==> config.mk <==
export PLATFORM = sky130hd
export DESIGN_NAME = shift_left_seq_flat
export DESIGN_NICKNAME = d
export VERILOG_FILES = /design/src/rtl/shift_pkg.sv /design/src/rtl/shift_left_seq_if.sv /design/src/rtl/shift_left_step.sv /design/src/rtl/shift_left_seq.sv /design/src/flat_wrapper.sv
export SDC_FILE = /design/constraint.sdc
export NUM_CORES = 1
export LEC_CHECK = 0
export ABC_AREA = 1
export BUFFER_PORTS_ARGS = -buffer_cell sky130_fd_sc_hd__buf_2
export CAP_MARGIN = 10
export CORE_MARGIN = 2
export CORE_UTILIZATION = 48
export DETAILED_ROUTE_END_ITERATION = 12
export HOLD_SLACK_MARGIN = 0.03
export MAX_ROUTING_LAYER = met4
export PLACE_DENSITY = 0.77
export SLEW_MARGIN = 20
export SYNTH_ARGS = -nofsm -noshare
export SYNTH_HDL_FRONTEND = slang
export SYNTH_SLANG_ARGS = --single-unit
==> constraint.sdc <==
create_clock -name clk -period 4.3 [get_ports clk]
set_input_delay 0.215 -clock clk [delete_from_list [all_inputs] [get_ports clk]]
set_output_delay 0.215 -clock clk [all_outputs]
set_load 0.05 [all_outputs]
==> src/rtl/shift_pkg.sv <==
// ----------------------------------------------------------------------------
// shift_pkg
// Shared definitions for the core's shift units (left iterative shifter and
// the existing combinational right shifter).
//   XLEN          : architectural data width
//   SHAMT_W       : shift-amount width, $clog2(XLEN)
//   shift_state_e : control states of the iterative shifter
// ----------------------------------------------------------------------------
package shift_pkg;

    localparam int XLEN    = 32;
    localparam int SHAMT_W = 5;

    typedef enum logic [1:0] {
        IDLE  = 2'd0,
        SHIFT = 2'd1,
        DONE  = 2'd2
    } shift_state_e;

endpackage : shift_pkg

==> src/rtl/shift_left_seq_if.sv <==
// ----------------------------------------------------------------------------
// shift_left_seq_if
// Request/response bundle of the iterative left shifter.
//   in_valid/in_ready     : request handshake
//   data_in/shift_amount  : request payload
//   flush                 : synchronous abort from the pipeline
//   out_valid/out_ready   : result handshake
//   data_out              : result payload (zero unless a result is presented)
//   busy                  : an operation occupies the unit
// master = requester/consumer side, slave = shifter side.
// ----------------------------------------------------------------------------
interface shift_left_seq_if #(
    parameter int WIDTH   = 32,
    parameter int SHAMT_W = 5
);

    logic               in_valid;
    logic               in_ready;
    logic [WIDTH-1:0]   data_in;
    logic [SHAMT_W-1:0] shift_amount;
    logic               flush;
    logic               out_valid;
    logic               out_ready;
    logic [WIDTH-1:0]   data_out;
    logic               busy;

    modport master (
        output in_valid,
        input  in_ready,
        output data_in,
        output shift_amount,
        output flush,
        input  out_valid,
        output out_ready,
        input  data_out,
        input  busy
    );

    modport slave (
        input  in_valid,
        output in_ready,
        input  data_in,
        input  shift_amount,
        input  flush,
        output out_valid,
        input  out_ready,
        output data_out,
        output busy
    );

endinterface : shift_left_seq_if

==> src/rtl/shift_left_step.sv <==
// ----------------------------------------------------------------------------
// shift_left_step
// One iteration of the left shifter: shifts the accumulator by
// min(remaining count, STEP) and returns the reduced count.
//   i_acc : current accumulator
//   i_cnt : remaining positions to shift
//   o_acc : accumulator after this iteration (zero-filled from the LSB)
//   o_cnt : remaining positions after this iteration
// ----------------------------------------------------------------------------
module shift_left_step #(
    parameter int WIDTH   = 32,
    parameter int SHAMT_W = 5,
    parameter int STEP    = 1
) (
    input  logic [WIDTH-1:0]   i_acc,
    input  logic [SHAMT_W-1:0] i_cnt,
    output logic [WIDTH-1:0]   o_acc,
    output logic [SHAMT_W-1:0] o_cnt
);

    // One extra bit so STEP == WIDTH is representable.
    localparam logic [SHAMT_W:0] STEP_L = (SHAMT_W + 1)'(STEP);

    logic [SHAMT_W:0] w_cnt_ext;
    logic [SHAMT_W:0] w_amt;

    assign w_cnt_ext = {1'b0, i_cnt};
    assign w_amt     = (w_cnt_ext >= STEP_L) ? STEP_L : w_cnt_ext;
    assign o_acc     = i_acc << w_amt;
    // w_amt never exceeds i_cnt, so the count cannot wrap.
    assign o_cnt     = i_cnt - w_amt[SHAMT_W-1:0];

endmodule : shift_left_step

==> src/rtl/shift_left_seq.sv <==
// ----------------------------------------------------------------------------
// shift_left_seq
// Iterative logical left shifter for the SLL/SLLI path of the multi-cycle
// execute unit. Shifts up to STEP positions per cycle; one operation in
// flight at a time.
//   clk   : system clock, rising edge
//   rst_n : asynchronous active-low reset
//   bus   : request/response bundle (slave side), see shift_left_seq_if
// Latency from acceptance to first out_valid: 1 + ceil(shift_amount/STEP).
// ----------------------------------------------------------------------------
module shift_left_seq #(
    parameter int WIDTH   = shift_pkg::XLEN,
    parameter int SHAMT_W = shift_pkg::SHAMT_W,
    parameter int STEP    = 1
) (
    input  logic              clk,
    input  logic              rst_n,
    shift_left_seq_if.slave   bus
);

    import shift_pkg::*;

    shift_state_e       r_state;
    shift_state_e       w_state_nxt;
    logic [WIDTH-1:0]   r_acc;
    logic [SHAMT_W-1:0] r_cnt;
    logic [WIDTH-1:0]   w_step_acc;
    logic [SHAMT_W-1:0] w_step_cnt;
    logic               w_accept;

    shift_left_step #(
        .WIDTH   (WIDTH),
        .SHAMT_W (SHAMT_W),
        .STEP    (STEP)
    ) u_step (
        .i_acc (r_acc),
        .i_cnt (r_cnt),
        .o_acc (w_step_acc),
        .o_cnt (w_step_cnt)
    );

    // flush masks both handshakes so neither side believes a transfer
    // happened in the abort cycle.
    assign bus.in_ready  = (r_state == IDLE) && !bus.flush;
    assign bus.out_valid = (r_state == DONE) && !bus.flush;
    // Zero outside DONE so the downstream result mux never sees stale data.
    assign bus.data_out  = (r_state == DONE) ? r_acc : '0;
    assign bus.busy      = (r_state != IDLE);

    assign w_accept = bus.in_valid && bus.in_ready;

    always_comb begin
        w_state_nxt = r_state;
        if (bus.flush) begin
            w_state_nxt = IDLE;
        end else begin
            case (r_state)
                IDLE: begin
                    if (w_accept) begin
                        w_state_nxt = (bus.shift_amount == '0) ? DONE : SHIFT;
                    end
                end
                SHIFT: begin
                    if (w_step_cnt == '0) begin
                        w_state_nxt = DONE;
                    end
                end
                DONE: begin
                    if (bus.out_ready) begin
                        w_state_nxt = IDLE;
                    end
                end
                default: w_state_nxt = IDLE;
            endcase
        end
    end

    always_ff @(posedge clk or negedge rst_n) begin
        if (!rst_n) begin
            r_state <= IDLE;
        end else begin
            r_state <= w_state_nxt;
        end
    end

    always_ff @(posedge clk or negedge rst_n) begin
        if (!rst_n) begin
            r_acc <= '0;
            r_cnt <= '0;
        end else if (!bus.flush) begin
            if (w_accept) begin
                r_acc <= bus.data_in;
                r_cnt <= bus.shift_amount;
            end else if (r_state == SHIFT) begin
                r_acc <= w_step_acc;
                r_cnt <= w_step_cnt;
            end
        end
    end

endmodule : shift_left_seq

==> src/flat_wrapper.sv <==
// flat-port wrapper written by rule: the top's interface ports become plain ports
module shift_left_seq_flat import shift_pkg::*;
#(
    parameter int WIDTH   = shift_pkg::XLEN,
    parameter int SHAMT_W = shift_pkg::SHAMT_W,
    parameter int STEP    = 1
)
  (clk, rst_n, bus_in_valid, bus_in_ready, bus_data_in, bus_shift_amount, bus_flush, bus_out_valid, bus_out_ready, bus_data_out, bus_busy);
  shift_left_seq_if #(.WIDTH(WIDTH), .SHAMT_W(SHAMT_W)) bus_i ();
  input  logic clk;
  input  logic rst_n;
  input wire logic [$bits(bus_i.in_valid)-1:0] bus_in_valid;
  output wire logic [$bits(bus_i.in_ready)-1:0] bus_in_ready;
  input wire logic [$bits(bus_i.data_in)-1:0] bus_data_in;
  input wire logic [$bits(bus_i.shift_amount)-1:0] bus_shift_amount;
  input wire logic [$bits(bus_i.flush)-1:0] bus_flush;
  output wire logic [$bits(bus_i.out_valid)-1:0] bus_out_valid;
  input wire logic [$bits(bus_i.out_ready)-1:0] bus_out_ready;
  output wire logic [$bits(bus_i.data_out)-1:0] bus_data_out;
  output wire logic [$bits(bus_i.busy)-1:0] bus_busy;
  assign bus_i.in_valid = bus_in_valid;
  assign bus_in_ready = bus_i.in_ready;
  assign bus_i.data_in = bus_data_in;
  assign bus_i.shift_amount = bus_shift_amount;
  assign bus_i.flush = bus_flush;
  assign bus_out_valid = bus_i.out_valid;
  assign bus_i.out_ready = bus_out_ready;
  assign bus_data_out = bus_i.data_out;
  assign bus_busy = bus_i.busy;
  shift_left_seq #(.WIDTH(WIDTH), .SHAMT_W(SHAMT_W), .STEP(STEP)) u_core (.clk(clk), .rst_n(rst_n), .bus(bus_i));
endmodule
==> summary.txt, run 1 <==
Placed design
  • Final RePlAce weighted congestion: approximately 0.8
  • Port bufs: between 70 and 80
  • DP HPWL: between 3000 and 4000 um
  • Place WS: around 2300 ps

Die
  • Core footprint: about 4100 um2
  • Die Wd: approximately 70 um
  • Top Ports: 77
  • Row count: 23
  • Die height: just under 70 um
  • Initial core utilization: around half
  • Die area: around 4800 um2

Synth
  • Cell Area, Synth: 2060 um2
  • Syn_nets: ~300
  • Synth cell types: 22
  • Synth Instances: about 260
  • Syn. warnings: 0
  • Sequential cell area fraction in the yosys report: between 40% and 50%
  • Avg Cell Area, Syn: about 8.0 um2
  • Post-synthesis register bit count: 39

Setup path
  • Worst EP arrival: around 1900 ps
  • Worst setup SP type: flip-flop
  • Worst-path fanout max: 33
  • Setup crit end kind: output pin
  • R2r worst-path depth: 6
  • Worst EP required: around 4100 ps
  • Crit Path Category: flip-flop to output pin

Layout
  • Layout cells sized above 1: between 30% and 40%
  • Nets: 372
  • # fillers: about 380
  • N_diodes: 0
  • Area Overhead vs Synth: 22.3%

Timing
  • Final setup TNS: 0 ps
  • Worst-Margin Slew: ~980 ps
  • Slew Viols, Final: 0
  • Min Tclk post-route: between 2000 and 2500 ps
  • Crit share post-route: about 50%
  • Final WS setup: 2160 ps
  • Setup violators final: 0
  • Setup repair after global routing missed its margin: no
  • Slew HR: between 30% and 40%
  • Final Hold Fails: 0
  • Clk_skew: ~3.9 ps
  • Max Clk Rate: about 470 MHz

Detailed routing
  • Pre-antenna DRT Iters: 4
  • Via total after detailed routing: slightly below 2000
  • Routed WL: between 5000 and 6000 um
  • DR iter-0 viols: roughly 110
  • Per-cell routed wire length: about 13 um
  • Antenna Nets Post-Route: 0
  • DR DRC count: 0
  • Via-to-Cell Ratio: between 5 and 6

Worst hold path
  • Hold Crit Class: primary input to asynchronous set/reset pin

CTS
  • Clock latency on the worst-skew pair: 280 ps
  • CTS tree: yes
  • Post-CTS sizing: 0
  • TritonCTS Buffers: 5
  • Max Root-Sink Buffers: 2
  • Num Clock Sinks: 39
  • CTS Root Cell: clkbuf_8
  • CTS clk-pin slew, worst paths: about 80 ps
  • Post-CTS Hold Buffers: 0
  • Post-CTS Setup Bufs: 0
  • Htree depth: 2

Global routing
  • Initial antenna violation count: 0
  • Vias in the first global route: 1979
  • Largest net degree at the start of global routing: 40
  • Overall Global Routing Usage: between 20% and 30%
  • Global route overflow: 0
  • First-pass GRT wire length: around 8600 um

Power
  • VDD IR max: 0.369 mV
  • Cell leakage power: about 0.0014 uW
  • PD cells: about 750 nW/um2

Status
  • Status: completed

Flow run
  • Max_cap viols: 0
[sequential cells by signal, indices dropped and copies added (netlist names)]
name,count
u_core.r_state,2
u_core.r_cnt,5
u_core.r_acc,32
[cell families (layout without fill, tap and decap cells)]
logic type	after synthesis	count (layout)	synth area share [%]
AOI/OAI and AO/OA	68	68	20.9
adders and majority gates	1	1	0.606
buffers and inverters	62	134	12.4
DFF	39	39	47.3
and+or+nand+nor	88	88	18.8
[worst paths after layout]
kind | endpoint | slack, ps | from
min in group clk | u_core.r_acc[0] | 150 | bus_data_in[0]
hold reg to reg | u_core.r_cnt[0] | 520 | u_core.r_cnt[0]
hold / removal | u_core.r_acc[4] | 40 | rst_n
setup / recovery | bus_data_out[22] | 2160 | u_core.r_state[1]
max in group asynchronous | u_core.r_acc[17] | 3720 | rst_n
setup reg to reg | u_core.r_acc[27] | 2290 | u_core.r_cnt[1]
[critical path: stages, from the launching register on]
cell	delay, ps
dfrtp_1	390
inv_1	80
nor2_1	50
inv_1	700
nor2_1	140
buf_2	260
[final cells by class]
| type | count | area, um2 | area share, % |
|---|---|---|---|
| inverter | 50 | 188 | 7.44 |
| sequential | 39 | 976 | 38.7 |
| clock buffer | 6 | 72.6 | 2.88 |
| multi-input combinational | 157 | 831 | 32.9 |
| tap | 50 | 62.6 | 2.48 |
| timing repair buffer | 76 | 380 | 15.1 |
| clock inverter | 2 | 12.5 | 0.496 |
[per-layer routing]
layer  global-route usage (%)  routed length, um  up-vias
met3                     4.07                238        8
li1                         -                  -      978
met4                     6.10                 48        0
met2                     38.7               2530       62
met5                        -                  0        -
met1                     27.0               2200      889
[layout by cell type (no fill, tap or decap), types with 4 or more instances in the layout]
master     n
buf_2     76
inv_1     46
nor2_1    41
dfrtp_1   39
nand2_1   30
o22ai_1   29
a21oi_1   20
nand3_1   10
a21oi_2   10
clkbuf_8   5
o21ai_0    4
[metrics by stage]
| stage | util, % | hold WS (ps) | std cells | area, um2 | total power (uW) |
|---|---|---|---|---|---|
| 2_1_floorplan | - | -80.6 | 258 | 2060 | 1440 |
| 3_3_place_gp | 60.1 | 372 | 372 | 2440 | 1620 |
| 3_5_place_dp | 60.1 | 377 | 372 | 2440 | 1640 |
| 4_1_cts | 62.2 | 63.9 | 380 | 2520 | 1890 |
| 5_1_grt | 62.2 | 98.3 | 380 | 2520 | 2030 |
| 6_report | 62.2 | 39.6 | 380 | 2520 | 1880 |
[power by group]
part | switching [uW] | leakage [uW] | internal (uW) | total (uW)
registers | 104 | 0.000435 | 538 | 641
clock network | 126 | 0.0000412 | 113 | 239
logic | 719 | 0.000972 | 282 | 1000
total | 949 | 0.00145 | 933 | 1880
[synthesized netlist by cell type]
cell type | number | share of area, %
nand2_4 | 3 | 1.6
nand3_1 | 10 | 2.4
nor2_8 | 1 | 0.97
dfrtp_1 | 39 | 47
o211ai_1 | 2 | 0.73
a21oi_2 | 10 | 4.2
o21ai_0 | 4 | 0.97
clkinv_1 | 1 | 0.18
nor3_1 | 1 | 0.24
buf_6 | 2 | 1.1
o22ai_1 | 29 | 8.8
ha_1 | 1 | 0.61
buf_1 | 3 | 0.55
a21oi_1 | 20 | 4.9
nor2_1 | 41 | 7.5
nor2_2 | 1 | 0.30
nand2_1 | 30 | 5.5
inv_1 | 46 | 8.4
inv_2 | 3 | 0.55
buf_2 | 7 | 1.7
and2_1 | 1 | 0.30
o221ai_1 | 3 | 1.3
Power figures use the tool's default switching activity.
==> inputs of run 2 (changes only) <==
- CORE_UTILIZATION: 48 -> 44
- PLACE_DENSITY: 0.77 -> 0.74
- clock period: 4.3 -> 1.9 ns (I/O delays scaled with it)
==> summary.txt, run 2 (same netlist as run 1, synthesis figures left out) <==
Timing
  • Setup repair after global routing missed its margin: no
  • Final Hold Fails: 0
  • Clk_skew: around 5.6 ps
  • Min Tclk post-route: 1700 ps
  • Worst-Margin Slew: around 580 ps
  • Slew HR: slightly above 60%
  • Max Clk Rate: about 590 MHz
  • Slew Viols, Final: 0
  • Crit share post-route: between 80% and 90%
  • Final setup TNS: 0 ps
  • Setup violators final: 0

Die
  • Top Ports: 77
  • Die area: between 5000 and 6000 um2
  • Row count: 24
  • Die Wd: between 70 and 80 um
  • Core footprint: about 4400 um2
  • Initial core utilization: a little under half
  • Die height: between 70 and 80 um

Setup path
  • Setup crit end kind: output pin
  • Worst setup SP type: flip-flop
  • Worst-path fanout max: 33
  • Worst EP arrival: roughly 1600 ps
  • Worst EP required: 1800 ps
  • Crit Path Category: flip-flop to output pin

Detailed routing
  • Per-cell routed wire length: approximately 13 um
  • Routed WL: around 5300 um
  • Via total after detailed routing: a little under 2000
  • DR DRC count: 0
  • Pre-antenna DRT Iters: 4
  • Via-to-Cell Ratio: around 5
  • DR iter-0 viols: about 130
  • Antenna Nets Post-Route: 0

Placed design
  • Final RePlAce weighted congestion: slightly above 0.8
  • Placed cells: between 300 and 400
  • DP HPWL: 3800 um
  • Port bufs: 76
  • Placed Area: approximately 2500 um2

CTS
  • CTS tree: yes
  • TritonCTS Buffers: 5
  • Clock latency on the worst-skew pair: about 290 ps
  • Num Clock Sinks: 39
  • CTS clk-pin slew, worst paths: around 70 ps
  • Htree depth: 2
  • CTS Root Cell: clkbuf_8
  • Max Root-Sink Buffers: 2
  • Post-CTS Setup Bufs: 0

Layout
  • Fin util: about 59%
  • Layout cells sized above 1: approximately a third
  • Largest Register: u_core.r_acc
  • Final non-filler cell area: around 2600 um2
  • Regs by FF count: u_core.r_acc x32, u_core.r_cnt x5, u_core.r_state x2
  • Most common cell after layout, fill and taps aside: buf_2
  • N_diodes: 0
  • Area Overhead vs Synth: 27.7%
  • Most frequent cells in the layout: buf_2 (76), inv_1 (46), nor2_1 (40), dfrtp_1 (39), nand2_1 (30)
  • Final Non-Filler Cells: ~400
  • Nets: roughly 390
  • Max FFs per register: 32

Power
  • Cell leakage power: 0.00151 uW
  • Pwr Total: roughly 4400 uW
  • VDD IR max: just under 0.8 mV
  • Total internal power: 2210 uW
  • NetSw: 2180 uW
  • Net Sw Frac: between 40% and 50%
  • Sequential fraction of design power: between 30% and 40%
  • Gate power share: 55.0%
  • Clock share of power: between 10% and 20%
  • PD cells: around 1700 nW/um2

Global routing
  • Largest net degree at the start of global routing: 34
  • Initial antenna violation count: 0
  • First-pass GRT wire length: 8570 um
  • Overall Global Routing Usage: 21.8%
  • Vias in the first global route: between 1500 and 2000
  • Global route overflow: 0

Worst hold path
  • Hold Crit Class: primary input to flip-flop

Status
  • Status: completed

Flow run
  • Max_cap viols: 0
-- run 2: final cells by class --
class	instances	area, um2
clock buffer	5	68.8
clock inverter	1	7.51
fill	425	1810
inverter	50	188
multi-input combinational	157	833
sequential	39	976
tap	52	65.1
timing repair buffer	89	495
-- run 2: repair_timing --
item | in CTS | in global routing
gates resized for setup | 0 | 1
endpoints found under the hold margin | 25 | 0
endpoints found under the setup margin | 0 | 1
hold buffers | 2 | 0
-- run 2: stage by stage --
stage / hold WS, ps / worst slack (ps)
2_1_floorplan: -201 / 225
3_3_place_gp: 128 / 295
3_5_place_dp: 136 / 261
4_1_cts: 38.1 / 174
5_1_grt: 51.7 / 31.6
6_report: 40.2 / 204
-- run 2: worst paths after layout --
check,slack (ps),startpoint,end,cells after the start
max in group asynchronous,1010,rst_n,u_core.r_cnt[4],3
worst min register to register,520,u_core.r_cnt[0],u_core.r_cnt[0],2
worst max-delay path,200,u_core.r_state[1],bus_data_out[31],6
worst min-delay path,40,bus_shift_amount[2],u_core.r_cnt[2],3
worst max register to register,250,u_core.r_cnt[1],u_core.r_state[0],10
min in group asynchronous,350,rst_n,u_core.r_acc[3],2
-- run 2: worst max-delay path, stage by stage (launching register included) --
cell	delay (ps)
dfrtp_1	370
inv_1	60
nor2_1	130
inv_1	60
buf_4	240
nor2_1	170
buf_2	280
-- run 2: metal layers --
metal	part of all wire (%)	track usage, %
met3	5.4	3.33
met1	43	27.5
met5	0	-
met4	1.4	7.41
met2	50	36.0
-- run 2: power by group through the flow --
stage | Clock (uW) | Sequential (uW) | Combinational, uW
after floorplan | 0 | 1390 | 1880
after global placement | 0 | 1440 | 2400
after detailed placement | 0 | 1450 | 2420
after CTS | 540 | 1440 | 2430
after global routing | 575 | 1490 | 2660
final | 531 | 1440 | 2410
